===== config.mk =====
export PLATFORM = sky130hd
export DESIGN_NAME = demm_tile_sequencer
export DESIGN_NICKNAME = d
export VERILOG_FILES = /design/src/rtl/demm_tile_sequencer.sv
export SDC_FILE = /design/constraint.sdc
export NUM_CORES = 2
export LEC_CHECK = 0
export ABC_AREA = 1
export CAP_MARGIN = 20
export CORE_MARGIN = 1.5
export CORE_UTILIZATION = 45
export DETAILED_ROUTE_END_ITERATION = 7
export PLACE_DENSITY = 0.65
export SLEW_MARGIN = 20
export SYNTH_ARGS = -nofsm -noshare
export SYNTH_HDL_FRONTEND = slang
export SYNTH_SLANG_ARGS = --single-unit

===== constraint.sdc =====
create_clock -name aclk -period 29.6 [get_ports aclk]
set_input_delay 4.44 -clock aclk [delete_from_list [all_inputs] [get_ports aclk]]
set_output_delay 4.44 -clock aclk [all_outputs]
set_load 0.1 [all_outputs]

===== src/rtl/demm_tile_sequencer.sv =====
// DEMM tile sequencer: walks the (m, n, k) tile loop nest and emits A/B tile commands.
// Optional perf counters enabled by defining DEMM_SEQ_PERF_EN.
module demm_tile_sequencer #(
  parameter int TILE       = 16,
  parameter int ELEM_BYTES = 4,
  parameter int ADDR_W     = 64,
  parameter int CNT_W      = 24
) (
  input  logic              aclk,
  input  logic              areset,
  input  logic [31:0]       ctrl_reg,
  input  logic [31:0]       M_num,
  input  logic [31:0]       N_num,
  input  logic [31:0]       K_num,
  input  logic [ADDR_W-1:0] a_base,
  input  logic [ADDR_W-1:0] b_base,
  output logic              cmd_valid,
  input  logic              cmd_ready,
  output logic [ADDR_W-1:0] cmd_a_addr,
  output logic [ADDR_W-1:0] cmd_b_addr,
  output logic [31:0]       cmd_m_idx,
  output logic [31:0]       cmd_n_idx,
  output logic [31:0]       cmd_k_idx,
  output logic              cmd_first_k,
  output logic              cmd_last_k,
  output logic [31:0]       status_wire
`ifdef DEMM_SEQ_PERF_EN
  ,
  output logic [31:0]       perf_busy_cycles,
  output logic [31:0]       perf_stall_cycles
`endif
);

  typedef enum logic [1:0] {
    S_IDLE, S_SETUP, S_ISSUE, S_DONE
  } state_t;

  localparam int TSH = $clog2(TILE);
  localparam int BSH = $clog2(TILE * ELEM_BYTES);
  localparam logic [ADDR_W-1:0] TSTEP = ADDR_W'(TILE * ELEM_BYTES);

  state_t state_q, state_d;
  logic              ctrl0_q, busy_q, done_q, err_q, abrt_q;
  logic [CNT_W-1:0]  cnt_q;
  logic [31:0]       m_q, n_q, k_q;
  logic [31:0]       mt_q, nt_q, kt_q;
  logic [31:0]       mi_q, ni_q, ki_q;
  logic [ADDR_W-1:0] abase_q, bbase_q;
  logic [ADDR_W-1:0] a_addr_q, b_addr_q;
  logic [ADDR_W-1:0] a_row_q, b_col_q;
  logic [ADDR_W-1:0] a_mstr_q, b_kstr_q;

  logic start, go, abort, hs, zero;
  logic k_last, n_last, m_last;
  logic [32:0] mt_w, nt_w, kt_w;
  logic unused_ok;

  assign start = ctrl_reg[0] & ~ctrl0_q;
  assign go    = start & ~ctrl_reg[1];
  assign abort = ctrl_reg[1] & busy_q;
  assign cmd_valid = (state_q == S_ISSUE);
  assign hs    = cmd_valid & cmd_ready;
  assign zero  = (m_q == '0) | (n_q == '0) | (k_q == '0);

  // Ceil-divide by the tile edge; one extra bit keeps M+TILE-1 from wrapping.
  assign mt_w = ({1'b0, m_q} + 33'(TILE - 1)) >> TSH;
  assign nt_w = ({1'b0, n_q} + 33'(TILE - 1)) >> TSH;
  assign kt_w = ({1'b0, k_q} + 33'(TILE - 1)) >> TSH;

  assign k_last = (ki_q == kt_q - 32'd1);
  assign n_last = (ni_q == nt_q - 32'd1);
  assign m_last = (mi_q == mt_q - 32'd1);

  assign unused_ok = ^{ctrl_reg[31:2], mt_w[32], nt_w[32], kt_w[32]};

  assign cmd_a_addr  = a_addr_q;
  assign cmd_b_addr  = b_addr_q;
  assign cmd_m_idx   = mi_q;
  assign cmd_n_idx   = ni_q;
  assign cmd_k_idx   = ki_q;
  assign cmd_first_k = cmd_valid & (ki_q == '0);
  assign cmd_last_k  = cmd_valid & k_last;

  always_comb begin
    status_wire = '0;
    status_wire[0] = busy_q;
    status_wire[1] = done_q;
    status_wire[2] = err_q;
    status_wire[3] = abrt_q;
    status_wire[8 +: CNT_W] = cnt_q;
  end

  always_ff @(posedge aclk or posedge areset) begin
    if (areset) state_q <= S_IDLE;
    else        state_q <= state_d;
  end

  always_comb begin
    state_d = state_q;
    unique case (state_q)
      S_IDLE:  if (go) state_d = S_SETUP;
      S_SETUP: state_d = (abort || zero) ? S_IDLE : S_ISSUE;
      S_ISSUE: begin
        if (abort)
          state_d = S_IDLE;
        else if (hs && k_last && n_last && m_last)
          state_d = S_DONE;
      end
      S_DONE:  state_d = S_IDLE;
      default: state_d = S_IDLE;
    endcase
  end

  always_ff @(posedge aclk or posedge areset) begin
    if (areset) begin
      ctrl0_q  <= 1'b0;
      busy_q   <= 1'b0;
      done_q   <= 1'b0;
      err_q    <= 1'b0;
      abrt_q   <= 1'b0;
      cnt_q    <= '0;
      m_q      <= '0;
      n_q      <= '0;
      k_q      <= '0;
      mt_q     <= '0;
      nt_q     <= '0;
      kt_q     <= '0;
      mi_q     <= '0;
      ni_q     <= '0;
      ki_q     <= '0;
      abase_q  <= '0;
      bbase_q  <= '0;
      a_addr_q <= '0;
      b_addr_q <= '0;
      a_row_q  <= '0;
      b_col_q  <= '0;
      a_mstr_q <= '0;
      b_kstr_q <= '0;
    end else begin
      ctrl0_q <= ctrl_reg[0];
      if (state_q == S_IDLE && go) begin
        m_q     <= M_num;
        n_q     <= N_num;
        k_q     <= K_num;
        abase_q <= a_base;
        bbase_q <= b_base;
        busy_q  <= 1'b1;
        done_q  <= 1'b0;
        err_q   <= 1'b0;
        abrt_q  <= 1'b0;
        cnt_q   <= '0;
      end
      if (state_q == S_SETUP) begin
        mt_q     <= mt_w[31:0];
        nt_q     <= nt_w[31:0];
        kt_q     <= kt_w[31:0];
        a_mstr_q <= ADDR_W'(k_q) << BSH;
        b_kstr_q <= ADDR_W'(n_q) << BSH;
        mi_q     <= '0;
        ni_q     <= '0;
        ki_q     <= '0;
        a_addr_q <= abase_q;
        b_addr_q <= bbase_q;
        a_row_q  <= abase_q;
        b_col_q  <= bbase_q;
        if (abort) begin
          busy_q <= 1'b0;
          done_q <= 1'b1;
          abrt_q <= 1'b1;
        end else if (zero) begin
          busy_q <= 1'b0;
          done_q <= 1'b1;
          err_q  <= 1'b1;
        end
      end
      if (hs) begin
        if (cnt_q != '1) cnt_q <= cnt_q + CNT_W'(1);
        if (!k_last) begin
          ki_q     <= ki_q + 32'd1;
          a_addr_q <= a_addr_q + TSTEP;
          b_addr_q <= b_addr_q + b_kstr_q;
        end else begin
          ki_q     <= '0;
          a_addr_q <= a_row_q;
          if (!n_last) begin
            ni_q     <= ni_q + 32'd1;
            b_col_q  <= b_col_q + TSTEP;
            b_addr_q <= b_col_q + TSTEP;
          end else begin
            ni_q     <= '0;
            b_col_q  <= bbase_q;
            b_addr_q <= bbase_q;
            if (!m_last) begin
              mi_q     <= mi_q + 32'd1;
              a_row_q  <= a_row_q + a_mstr_q;
              a_addr_q <= a_row_q + a_mstr_q;
            end
          end
        end
      end
      if (state_q == S_ISSUE) begin
        if (abort) begin
          busy_q <= 1'b0;
          done_q <= 1'b1;
          abrt_q <= 1'b1;
        end else if (hs && k_last && n_last && m_last) begin
          busy_q <= 1'b0;
          done_q <= 1'b1;
        end
      end
    end
  end

`ifdef DEMM_SEQ_PERF_EN
  always_ff @(posedge aclk or posedge areset) begin
    if (areset) begin
      perf_busy_cycles  <= '0;
      perf_stall_cycles <= '0;
    end else if (state_q == S_IDLE && go) begin
      perf_busy_cycles  <= '0;
      perf_stall_cycles <= '0;
    end else begin
      if (busy_q && perf_busy_cycles != '1)
        perf_busy_cycles <= perf_busy_cycles + 32'd1;
      if (cmd_valid && !cmd_ready && perf_stall_cycles != '1)
        perf_stall_cycles <= perf_stall_cycles + 32'd1;
    end
  end
`endif

endmodule


==> flow_metrics.tcl <==
set metrics [dict create \
    cts_tree "yes" \
    period_minus_slack_ps 8380 \
    synth-async-reset-ratio_pct 100 \
    rsz0062_at_grt "no" \
    hold_path_class "register to register" \
    syn_avg_cell_area_um2 6.56 \
    htreeDepth 3 \
    path_class "register to output pin" \
    clock_sinks 758 \
    boundaryPins 518 \
    globalplace.congestion 0.971 \
    fin_nets 8577 \
    clk_latency_ps 720 \
    first_global_vias 50222 \
    critPathLaunch "kt_q[0]" \
    post-route-drc-count 0 \
    ir_drop_mv 0.0794 \
    rrSetupSlack_ps 23820 \
    cp_slowest_stage_delay_ps 530 \
    cp-start-kind "register" \
    gr-total-overflow 0 \
    cp_max_fo 6 \
    yosysTopAreaCellShare_pct 36.6 \
    synthTopCellsByArea "dfrtp_1 37%, nand2_1 20%, inv_1 6.7%" \
    drtIter0Drc 4919 \
    clockBufferDepth 3 \
    synth_warnings 0 \
    routed_via_density 5.47 \
    fillers 11607 \
    timing.setup.tns_ps 0 \
    drt-pass1-iter-count 6 \
    max_cap_violations 0 \
    grt_pass1_wl_um 309000 \
    layout.cells.non_filler 9831 \
    synth-edff-count 0 \
    dp.cells 9658 \
    max_slew.worst_pin.slew_ps 1210 \
    drv_slew 0 \
    num_rows 124 \
    setup_viol 0 \
    coreArea_mm2 0.114 \
    worstSetupEndpointType "output pin" \
    die_area_mm2 0.117 \
    crit_slowest_cell "buf_2" \
    wl_um 206000 \
    start_util_pct 45.3 \
    grt_max_degree 207 \
    synth_cell_types 54 \
    reg2reg_to "cmd_b_addr[27]" \
    die_y_um 342 \
    skew_ps 40.3 \
    cp_common_cell "nand2_1" \
    synthesis.area_mm2 0.0518 \
    ctsHoldBuffers 0 \
    finalHoldViolCount 0 \
    ff2ff_path_depth 20 \
    power_density_mw_per_mm2 44.7 \
    track_usage_pct 34.5 \
    syn_inst 7888 \
    required_ps 25160 \
    post_cts_buffers 0 \
    critical_path_arrival_ps 3940 \
    timing.final.crit_share_pct 28.3 \
    p_leak_nw 30.4 \
    critical_path.endpoint "cmd_last_k" \
    timing.fmax_ghz 0.119 \
    cts_resized 0 \
    die_width_um 342 \
    num_vias 53797 \
    status "finished clean" \
    synth_top_area_cell "dfrtp_1" \
    syn_to_final_growth_pct 17.6 \
    place.port_buffers 483 \
    path_clk_slew_ps 60 \
    ant_nets 0 \
    wire_per_inst_um 21.0 \
    hold_ws_ps 470 \
    drive_above_1_share_pct 3.49 \
    synth_ff_type "dfrtp_1" \
    ys_seq_area_share_pct 36.6 \
    max_slew_margin_pct 19.3 \
    dp_hpwl_um 157000 \
    ys_ff_latch 758 \
    cts-root-buf "clkbuf_16" \
    r2r_start "kt_q[0]" \
    antenna_found_initial 19 \
    cts_made_buffers 92 \
    path_cells "inv_1 -> ha_1 -> nand2_1 -> nor2_1 -> nand2_1 -> o21ai_0 -> nand2_1 -> nand2_1 -> nand2_1 -> inv_1 -> nand3_1 -> nor2_1 -> nand2_4 -> nor2_1 -> buf_2" \
]
## synthesized netlist by cell type, drive strengths merged, types with 6 or more instances
master / count
and2: 8
nand2: 2778
a21o: 6
o221ai: 10
o22ai: 41
xor2: 240
o21ai: 608
nor2: 689
o31ai: 8
o21bai: 14
inv: 939
dfrtp: 758
ha: 74
buf: 77
nand4: 155
clkbuf: 194
or2: 17
o21a: 60
mux2i: 7
o211ai: 41
a22oi: 14
xnor2: 67
nor4: 63
nor3: 185
nand3b: 22
nand3: 590
a21oi: 184
a31oi: 12
## power by group
| part | leakage, nW | switching [mW] | total (mW) | internal, mW |
|---|---|---|---|---|
| clock | 1.52 | 0.497 | 1.18 | 0.680 |
| combinational | 19.7 | 0.324 | 0.435 | 0.112 |
| sequential | 9.17 | 0.0498 | 1.11 | 1.06 |
## registers in the layout, indices dropped and copies added, names as in the netlist, 64 cells and up
signal,count
cmd_b_addr,64
a_row_q,64
abase_q,64
cmd_a_addr,64
bbase_q,64
b_col_q,64
## per-layer routing
metal	vias to the layer above	global-route usage [%]	wire, um
met1	25323	49.5	93000
met2	2067	51.4	88100
met4	24	11.7	7570
met3	371	7.39	17600
met5	-	0	150
li1	26012	-	-
## stage by stage
stage          utilization (%)  power (mW)  setup slack, ps  area (um2)
2_1_floorplan                -        1.41             3890       51800
3_3_place_gp              50.6        1.56            20610       57700
3_5_place_dp              50.6        1.56            20630       57700
4_1_cts                   53.3        2.73            21240       60800
5_1_grt                   53.3        2.80            20910       60900
6_report                  53.3        2.72            21220       60900
## layout make-up
class	instances	area [um2]	area share, %
flip-flops and latches	758	19000	31.2
inverters	944	3570	5.87
clock buffers	123	2590	4.25
diodes	4	10.0	0.0164
repair buffers	528	5210	8.56
well taps	1512	1890	3.11
clock inverters	44	503	0.826
multi-input cells	5918	28100	46.2
## cells by family after synthesis
logic type / synth area share, %
buffers and inverters: 9.09
AOI/OAI and AO/OA: 10.7
DFF: 36.6
adders and majority gates: 1.87
xor gates and xnor gates: 5.19
muxes: 0.135
and+or+nand+nor: 36.3
other: 0.00724
## worst min-delay path by stage
stage	start	slack, ps	endpoint	cells past startpoint
6_report	a_row_q[5]	470	a_row_q[5]	2
3_5_place_dp	a_row_q[5]	460	a_row_q[5]	2
2_1_floorplan	n_q[31]	430	nt_q[27]	1
3_3_place_gp	a_row_q[3]	450	a_row_q[3]	2
4_1_cts	a_row_q[5]	470	a_row_q[5]	2
5_1_grt	abase_q[4]	500	abase_q[4]	2
## placed cells by master, fill, tap and decap left out, types with 16 or more instances in the layout
master           netlist  routed
nand2_1             2767    2764
nor4_1                63      63
ha_1                  74      74
o21ai_1               23      23
inv_1                925     922
or2_2                 17      17
o22ai_1               41      41
clkinv_2               0      23
o21a_1                60      60
nor2_1               667     665
clkdlybuf4s50_1        0     475
nor2_2                15      16
a21oi_1              184     184
xnor2_1               67      67
clkbuf_16              0      93
o21ai_0              585     585
o211ai_1              41      41
xor2_1               240     240
nand4_1              155     155
dfrtp_1              758     758
nor3_1               183     183
nand3_1              589     589
nand3b_1              22      22
buf_4                 12      46
## critical path: cells and delay by family, from the launching register on
family / cells / cell delay [ps]
and+or+nand+nor: 10 / 1370
AOI/OAI and AO/OA: 1 / 410
DFF: 1 / 420
buffers and inverters: 3 / 790
adders and majority gates: 1 / 240
Note: power is estimated with default switching activity, not from simulation.
